$ cat src/rtl/cpu_arb_pkg.sv
// Shared types and constants for the memory-port arbiter: FSM states,
// requester indices and the default watchdog limit.
package cpu_arb_pkg;

  typedef enum logic [1:0] {
    IDLE   = 2'd0,
    XFER   = 2'd1,
    LOCKED = 2'd2
  } arb_state_e;

  localparam logic [1:0] REQ_IF  = 2'd0;
  localparam logic [1:0] REQ_MEM = 2'd1;
  localparam logic [1:0] REQ_DMA = 2'd2;
  localparam logic [1:0] REQ_DBG = 2'd3;

  localparam int DEFAULT_TIMEOUT = 16;

endpackage

$ cat src/rtl/mem_port_arbiter_rr_pick4.sv
// Combinational round-robin pick over four requesters: the search starts at
// last+1 and wraps, so the previous owner is considered last.
module rr_pick4 (
  input  logic [3:0] req,
  input  logic [1:0] last,
  output logic       any,
  output logic [1:0] win
);

  logic [1:0] cand [4];

  // cand[0] is the highest-priority index (last+1), cand[3] is last itself.
  for (genvar gi = 0; gi < 4; gi++) begin : g_cand
    assign cand[gi] = last + 2'(gi + 1);
  end

  always_comb begin
    any = 1'b0;
    win = last;
    for (int k = 3; k >= 0; k--) begin
      if (req[cand[k]]) begin
        any = 1'b1;
        win = cand[k];
      end
    end
  end

endmodule

$ cat src/rtl/mem_port_arbiter.sv
// Round-robin owner of a single memory port shared by four requesters, with
// locked multi-beat ownership and a watchdog that aborts stalled transfers.
module mem_port_arbiter
  import cpu_arb_pkg::*;
#(
  parameter int TIMEOUT = DEFAULT_TIMEOUT,
  parameter int TO_W    = 8
) (
  input  logic       clk,
  input  logic       rst_n,
  input  logic [3:0] req,
  input  logic [3:0] lock,
  output logic [3:0] gnt,
  output logic [1:0] sel,
  output logic [3:0] ack,
  output logic       mem_valid,
  input  logic       mem_ready,
  output logic       timeout_err,
  output logic       busy
);

  arb_state_e      state_q, state_d;
  logic [3:0]      gnt_q, gnt_d;
  logic [1:0]      sel_q, sel_d;
  logic [3:0]      ack_q, ack_d;
  logic            mem_valid_q, mem_valid_d;
  logic            timeout_err_q, timeout_err_d;
  logic [1:0]      last_q, last_d;
  logic [TO_W-1:0] cnt_q, cnt_d;

  logic            pick_any;
  logic [1:0]      pick_win;

  rr_pick4 u_pick (
    .req  (req),
    .last (last_q),
    .any  (pick_any),
    .win  (pick_win)
  );

  localparam logic [TO_W-1:0] CNT_LIMIT = TO_W'(TIMEOUT - 1);

  always_comb begin
    state_d       = state_q;
    gnt_d         = gnt_q;
    sel_d         = sel_q;
    ack_d         = 4'b0000;
    mem_valid_d   = mem_valid_q;
    timeout_err_d = 1'b0;
    last_d        = last_q;
    cnt_d         = cnt_q;

    case (state_q)
      IDLE: begin
        if (pick_any) begin
          state_d     = XFER;
          gnt_d       = 4'b0001 << pick_win;
          sel_d       = pick_win;
          mem_valid_d = 1'b1;
          cnt_d       = '0;
        end
      end
      XFER: begin
        // mem_ready is checked first so completion beats the watchdog limit.
        if (mem_ready) begin
          ack_d       = gnt_q;
          mem_valid_d = 1'b0;
          if (lock[sel_q]) begin
            state_d = LOCKED;
          end else begin
            state_d = IDLE;
            gnt_d   = 4'b0000;
            last_d  = sel_q;
          end
        end else if (cnt_q == CNT_LIMIT) begin
          timeout_err_d = 1'b1;
          state_d       = IDLE;
          gnt_d         = 4'b0000;
          mem_valid_d   = 1'b0;
          last_d        = sel_q;
        end else begin
          cnt_d = cnt_q + 1'b1;
        end
      end
      LOCKED: begin
        if (req[sel_q]) begin
          state_d     = XFER;
          mem_valid_d = 1'b1;
          cnt_d       = '0;
        end else if (!lock[sel_q]) begin
          state_d = IDLE;
          gnt_d   = 4'b0000;
          last_d  = sel_q;
        end
      end
      default: begin
        state_d     = IDLE;
        gnt_d       = 4'b0000;
        mem_valid_d = 1'b0;
      end
    endcase
  end

  // last resets to 3 so requester 0 is first in the search order.
  always_ff @(posedge clk or negedge rst_n) begin
    if (!rst_n) begin
      state_q       <= IDLE;
      gnt_q         <= 4'b0000;
      sel_q         <= 2'd0;
      ack_q         <= 4'b0000;
      mem_valid_q   <= 1'b0;
      timeout_err_q <= 1'b0;
      last_q        <= 2'd3;
      cnt_q         <= '0;
    end else begin
      state_q       <= state_d;
      gnt_q         <= gnt_d;
      sel_q         <= sel_d;
      ack_q         <= ack_d;
      mem_valid_q   <= mem_valid_d;
      timeout_err_q <= timeout_err_d;
      last_q        <= last_d;
      cnt_q         <= cnt_d;
    end
  end

  assign gnt         = gnt_q;
  assign sel         = sel_q;
  assign ack         = ack_q;
  assign mem_valid   = mem_valid_q;
  assign timeout_err = timeout_err_q;
  assign busy        = (state_q != IDLE);

endmodule
$ cat config.mk
export PLATFORM = sky130hd
export DESIGN_NAME = mem_port_arbiter
export DESIGN_NICKNAME = d
export VERILOG_FILES = /design/src/rtl/cpu_arb_pkg.sv /design/src/rtl/mem_port_arbiter_rr_pick4.sv /design/src/rtl/mem_port_arbiter.sv
export SDC_FILE = /design/constraint.sdc
export NUM_CORES = 1
export LEC_CHECK = 0
export BUFFER_PORTS_ARGS = -buffer_cell sky130_fd_sc_hd__buf_2
export CAP_MARGIN = 15
export CORE_MARGIN = 5
export CORE_UTILIZATION = 45
export CTS_BUF_LIST = sky130_fd_sc_hd__clkbuf_4 sky130_fd_sc_hd__clkbuf_8
export CTS_CLUSTER_SIZE = 40
export DETAILED_ROUTE_END_ITERATION = 7
export PLACE_DENSITY = 0.74
export SYNTH_ARGS = -nofsm -noshare
export SYNTH_HDL_FRONTEND = slang
export SYNTH_SLANG_ARGS = --single-unit
$ cat constraint.sdc
create_clock -name clk -period 1.9 [get_ports clk]
set_input_delay 0.095 -clock clk [delete_from_list [all_inputs] [get_ports clk]]
set_output_delay 0.095 -clock clk [all_outputs]
set_load 0.005 [all_outputs]
==> results.md, run 1 <==
* Status: complete, no violations
* Area Growth Syn to Fin at 15.8%
* GRT Total Usage at 0.149
* DR top layer: met4
* DP Wirelength at 1840 um
* WL met3 at 106 um
* Yosys reg bits at 24
* Setup crit end kind: flip-flop
* Crit-path max FO at 5
* Hold WC Path Type: in2reg
* Syn Std Cell Area at 1210 um^2
* Worst reg-to-reg path cell count at 4
* Power Dens Cells at 1240 nW/um^2
* CTS Root Buffer Type: clkbuf_4
* Initial antenna violation count at 0
* Synth cell types at 42
* Max_cap viols at 0
* CP required at 2.14 ns
* I/O pin cnt at 24
* Std-Cell Rows at 18
* Nets@finish at 153
* Final Power at 1740 uW
* Slowest CP cell: mux4_2
* Arr. time, crit path at 2.04 ns
* Setup crit end: last_q[0]
* Syn_nets at 124
* WL met1 at 1060 um
* PostCTS Resize Cnt at 0
* Max H-tree Level at 1
* Largest net degree at the start of global routing at 25
* Congestion Overflow GR at 0
* Vias in the first global route at 951
* Total CTS buffers at 3
* DR DRC count at 0
* Final worst path period need at 1.80 ns
* Yosys warns at 0
* Inst Count DP at 165
* Cells along the critical path: mux4_2 > o21ba_1 > o21bai_2 > mux2_2
* Crit Path Category: reg2reg
* Avg Inst Size Synth at 10.8 um^2
* Die W at 61.9 um
* Via density at 5.54
* Iter 0 DRT Violations at 10
* Final hold viol count at 0
* Worst-Margin Slew at 0.637 ns
* Setup TNS at 0 ns
* Reg-to-Reg Start: sel[1]
* Input/output buffers at 23
* Routability cong. at 0.753
* Delay-heaviest family, CP: multiplexers
* Final cell count without fillers at 169
* Async S/R FF share, synth at 1.00
* Number of flops mapped to enable cells by yosys at 0
* Maximum VDD drop at 736 uV
* Worst setup path startpoint: sel[1]
* Initial DRT Pass Iterations at 4
* Clk sinks at 24
* R2r setup slk at 0.10 ns
* Commonest non-fill, non-tap cell in the layout: buf_2
* Latest clock arrival within the worst-skew pair at 0.30 ns
* Post-route design area at 1400 um^2
* Layout cells sized above 1 at 0.288
* Critical path depth at 4
* Layout Skew at 0.00435 ns
* Total vias in the final route at 936
* Final worst-path cycle share at 0.946
* Setup repair bufs after CTS at 0
* Initial core utilization at 0.480
* Die H at 61.9 um
* # setup viols final at 0
* Max-slew violations at 0
* RSZ-0062 raised after global routing: no
* Post-synth top flop: dfrtp_1
* Slowest Stage Delay on Critical Path at 0.56 ns
* Wire per inst at 14.1 um
* Drt total wl at 2380 um
* CTS tree: done
* Clock transition at the registers of the reported paths at 0.12 ns
* Worst path bufs/invs at 0
* CP Launch Type: flip-flop
* Post-synthesis sequential area ratio at 0.498
* Commonest cells after routing, fill and taps aside: 23 x buf_2, 22 x dfrtp_1, 11 x nor2_1
* Placed Area at 1370 um^2
* Diode count at 0
* Total die area at 3830 um^2
* Routed Antenna Nets at 0
* Reg2reg end: last_q[0]
* Area of the core at 2520 um^2
* First-pass GRT wire length at 4220 um
* Leakage at 0.000670 uW
* Hold Buf Count CTS at 1
* Slew HR at 0.572
* CTS max path bufs at 2
* Post-Synthesis Cells at 112
* Metal2 WL at 1200 um
* Fmax at 556 MHz
-- stage by stage --
step | util | worst slack, ns | hold WS, ns
floorplan | - | 0.195 | -0.201
global placement | 0.543 | 0.183 | 0.0941
detailed placement | 0.543 | 0.113 | 0.106
CTS | 0.556 | 0.0895 | 0.177
global route | 0.556 | 0.0293 | 0.186
finish | 0.556 | 0.103 | 0.185
-- kinds of logic (layout without fill, tap and decap cells) --
family                   count (synthesis)  count (layout)  share of synthesized area
XOR/XNOR                                 4               4                     0.0289
multiplexers                             6               6                     0.0754
AND/OR/NAND/NOR                         47              47                      0.222
adder cells (fa/ha/maj)                  1               1                     0.0103
buffers and inverters                    6              33                     0.0196
AO/OA/AOI/OAI                           24              24                      0.146
flip-flops                              24              24                      0.498
-- where the power goes --
part           total, uW  switching, uW  internal, uW
Combinational        721            371           351
Clock                217            143          74.0
Sequential           800            138           663
-- registers in the layout (all words and copies together) (netlist names) --
name	cells
cnt_q	8
ack	4
gnt	4
last_q	2
sel	2
state_q	2
mem_valid	1
timeout_err	1
-- worst min-delay path, cell delays in order --
cell     delay (ns)
buf_2          0.10
nor3b_1        0.07
and3_1         0.19
-- layer usage --
layer,vias to the layer above,global-route usage
li1,462,-
met1,457,0.195
met2,15,0.247
met3,2,0.0289
met4,0,0.0545
met5,-,0
-- final cells by class --
| type | count | area [um^2] |
|---|---|---|
| Clock buffer | 3 | 22.5 |
| Fill cell | 230 | 1120 |
| Inverter | 4 | 15.0 |
| Multi-Input combinational cell | 82 | 584 |
| Sequential cell | 24 | 603 |
| Tap cell | 30 | 37.5 |
| Timing Repair Buffer | 26 | 140 |
-- cells in the mapped netlist, drive strengths merged (3+ instances only) --
| library cell | n | share of area |
|---|---|---|
| a21oi | 5 | 0.021 |
| and2 | 4 | 0.021 |
| dfrtp | 22 | 0.45 |
| inv | 4 | 0.012 |
| nand2 | 8 | 0.025 |
| nand2b | 4 | 0.021 |
| nor2 | 11 | 0.034 |
| nor4 | 4 | 0.033 |
| o21ai | 4 | 0.017 |
| xnor2 | 3 | 0.022 |
-- how the worst min path moves through the flow --
stage | start | to | slack [ns] | depth (start not counted)
CTS | mem_ready | timeout_err | 0.18 | 3
finish | mem_ready | timeout_err | 0.18 | 3
global placement | rst_n | cnt_q[4] | 0.09 | 1
floorplan | rst_n | ack[0] | -0.20 | 0
global route | mem_ready | timeout_err | 0.19 | 3
detailed placement | rst_n | cnt_q[7] | 0.11 | 1
Power figures use the tool's default switching activity.
==> run 2, diff against run 1 <==
--- a/config.mk
+++ b/config.mk
@@ -7,7 +7,6 @@
 export LEC_CHECK = 0
 export BUFFER_PORTS_ARGS = -buffer_cell sky130_fd_sc_hd__buf_2
 export CAP_MARGIN = 15
-export CORE_MARGIN = 5
 export CORE_UTILIZATION = 45
 export CTS_BUF_LIST = sky130_fd_sc_hd__clkbuf_4 sky130_fd_sc_hd__clkbuf_8
 export CTS_CLUSTER_SIZE = 40
==> constraint.sdc (replaced) <==
create_clock -name clk -period 1.9 [get_ports clk]
set_input_delay 0.19 -clock clk [delete_from_list [all_inputs] [get_ports clk]]
set_output_delay 0.19 -clock clk [all_outputs]
set_load 0.005 [all_outputs]
==> results.md, run 2 (synthesized netlist as in run 1, its figures left out) <==
* Layout Skew at 0.0188 ns
* Max-slew violations at 0
* Routed Antenna Nets at 0
* Initial antenna violation count at 0
* Worst-Margin Slew at 0.588 ns
* Commonest non-fill, non-tap cell in the layout: buf_2
* Area Growth Syn to Fin at 18.4%
* Hold WC Path Type: in2reg
* Area of the core at 2500 um^2
* Worst setup path startpoint: sel[1]
* DP Wirelength at 1760 um
* Die H at 53.9 um
* Crit Path Category: reg2reg
* RSZ-0062 raised after global routing: no
* CTS tree: done
* Fmax at 566 MHz
* Total die area at 2900 um^2
* Commonest cells after routing, fill and taps aside: 23 x buf_2, 21 x dfrtp_1, 11 x nor2_1
* Global Route met2 Usage at 0.302
* Routability cong. at 0.768
* Std-Cell Rows at 18
* Nets@finish at 153
* Slew HR at 0.606
* Power Dens Cells at 1310 nW/um^2
* I/O pin cnt at 24
* Input/output buffers at 23
* Post-route design area at 1430 um^2
* Diode count at 0
* DR DRC count at 0
* Reg-to-Reg Start: sel[1]
* Filler Cell Count at 212
* Setup WS post-layout at 0.134 ns
* Iter 0 DRT Violations at 8
* Final worst path period need at 1.77 ns
* GR peak layer: met2
* Via density at 5.65
* Initial core utilization at 0.484
* First-pass GRT wire length at 3850 um
* Biggest register: cnt_q
* Largest register FFs at 8
* CP Launch Type: flip-flop
* Clk sinks at 24
* CTS max path bufs at 2
* Leakage at 0.000684 uW
* Max_cap viols at 0
* GR Util met1 at 0.253
* Layout cells sized above 1 at 0.300
* Setup repair bufs after CTS at 0
* Setup crit end kind: flip-flop
* Largest net degree at the start of global routing at 25
* Congestion Overflow GR at 0
* Pre-CTS setup slack at 0.103 ns
* Max H-tree Level at 1
* Arr. time, crit path at 2.01 ns
* CP required at 2.15 ns
* Met3 Track Usage GR at 0.0254
* Maximum VDD drop at 698 uV
* Total CTS buffers at 3
* GRT Total Usage at 0.189
* Total vias in the final route at 960
* Die W at 53.9 um
* Setup TNS at 0 ns
* Hold Startpoint: mem_ready
* Final worst-path cycle share at 0.930
* Clock transition at the registers of the reported paths at 0.14 ns
* Placed Area at 1370 um^2
* Drt total wl at 2330 um
* Latest clock arrival within the worst-skew pair at 0.32 ns
* CTS Root Buffer Type: clkbuf_4
* Wire per inst at 13.7 um
* Initial DRT Pass Iterations at 4
* # setup viols final at 0
* Vias in the first global route at 884
* Status: complete, no violations
* Final hold viol count at 0
* Crit-path max FO at 5
## run 2: cell count changes in the layout (fill, tap and decap cells not counted)
cell,previous run,this run
bufinv_16,0,1
dfrtp_1,22,21
dfrtp_2,0,1
## run 2: repair_timing
action | CTS | global route
hold buffers | 1 | 0
gates resized for setup | 0 | 1
endpoints found under the hold margin | 22 | 0
endpoints found under the setup margin | 0 | 1
## run 2: through the flow
step           hold WS (ns)  power (uW)  instances  utilization
2_1_floorplan        -0.106        1290        112            -
3_3_place_gp          0.191        1480        165        0.548
3_5_place_dp          0.204        1520        165        0.548
4_1_cts               0.241        1890        170        0.573
5_1_grt               0.251        2040        170        0.574
6_report              0.253        1870        170        0.574
## run 2: report_power, final
| group | leakage, uW | internal [uW] | switching (uW) |
|---|---|---|---|
| logic | 0.000344 | 340 | 362 |
| clock network | 0.0000279 | 214 | 154 |
| registers | 0.000312 | 665 | 138 |
## run 2: routing by layer
metal,wire length [um],up-vias
met1,1080,464
met5,0,-
met3,83,5
met4,45,0
li1,-,464
met2,1120,27
## run 2: path summary, 6_finish.rpt
path / to / slack, ns / cells after the start
worst max-delay path: last_q[1] / 0.13 / 4
worst min-delay path: timeout_err / 0.25 / 3
worst max register to register: last_q[1] / 0.13 / 4
worst min register to register: cnt_q[0] / 0.52 / 1
max in group asynchronous: sel[1] / 1.12 / 2
min in group asynchronous: cnt_q[6] / 0.37 / 2
## run 2: worst max-delay path: stages (launching register included)
cell	delay [ns]
dfrtp_2	0.42
mux4_2	0.55
o21ba_1	0.21
o21bai_2	0.16
mux2_2	0.35
## run 2: final cells by class
type | count | area (um^2) | area share
clock inverter | 1 | 30.0 | 0.0209
sequential | 24 | 604 | 0.421
clock buffer | 3 | 22.5 | 0.0157
inverter | 4 | 15.0 | 0.0105
multi-input combinational | 82 | 584 | 0.408
tap | 30 | 37.5 | 0.0262
timing repair buffer | 26 | 140 | 0.0977
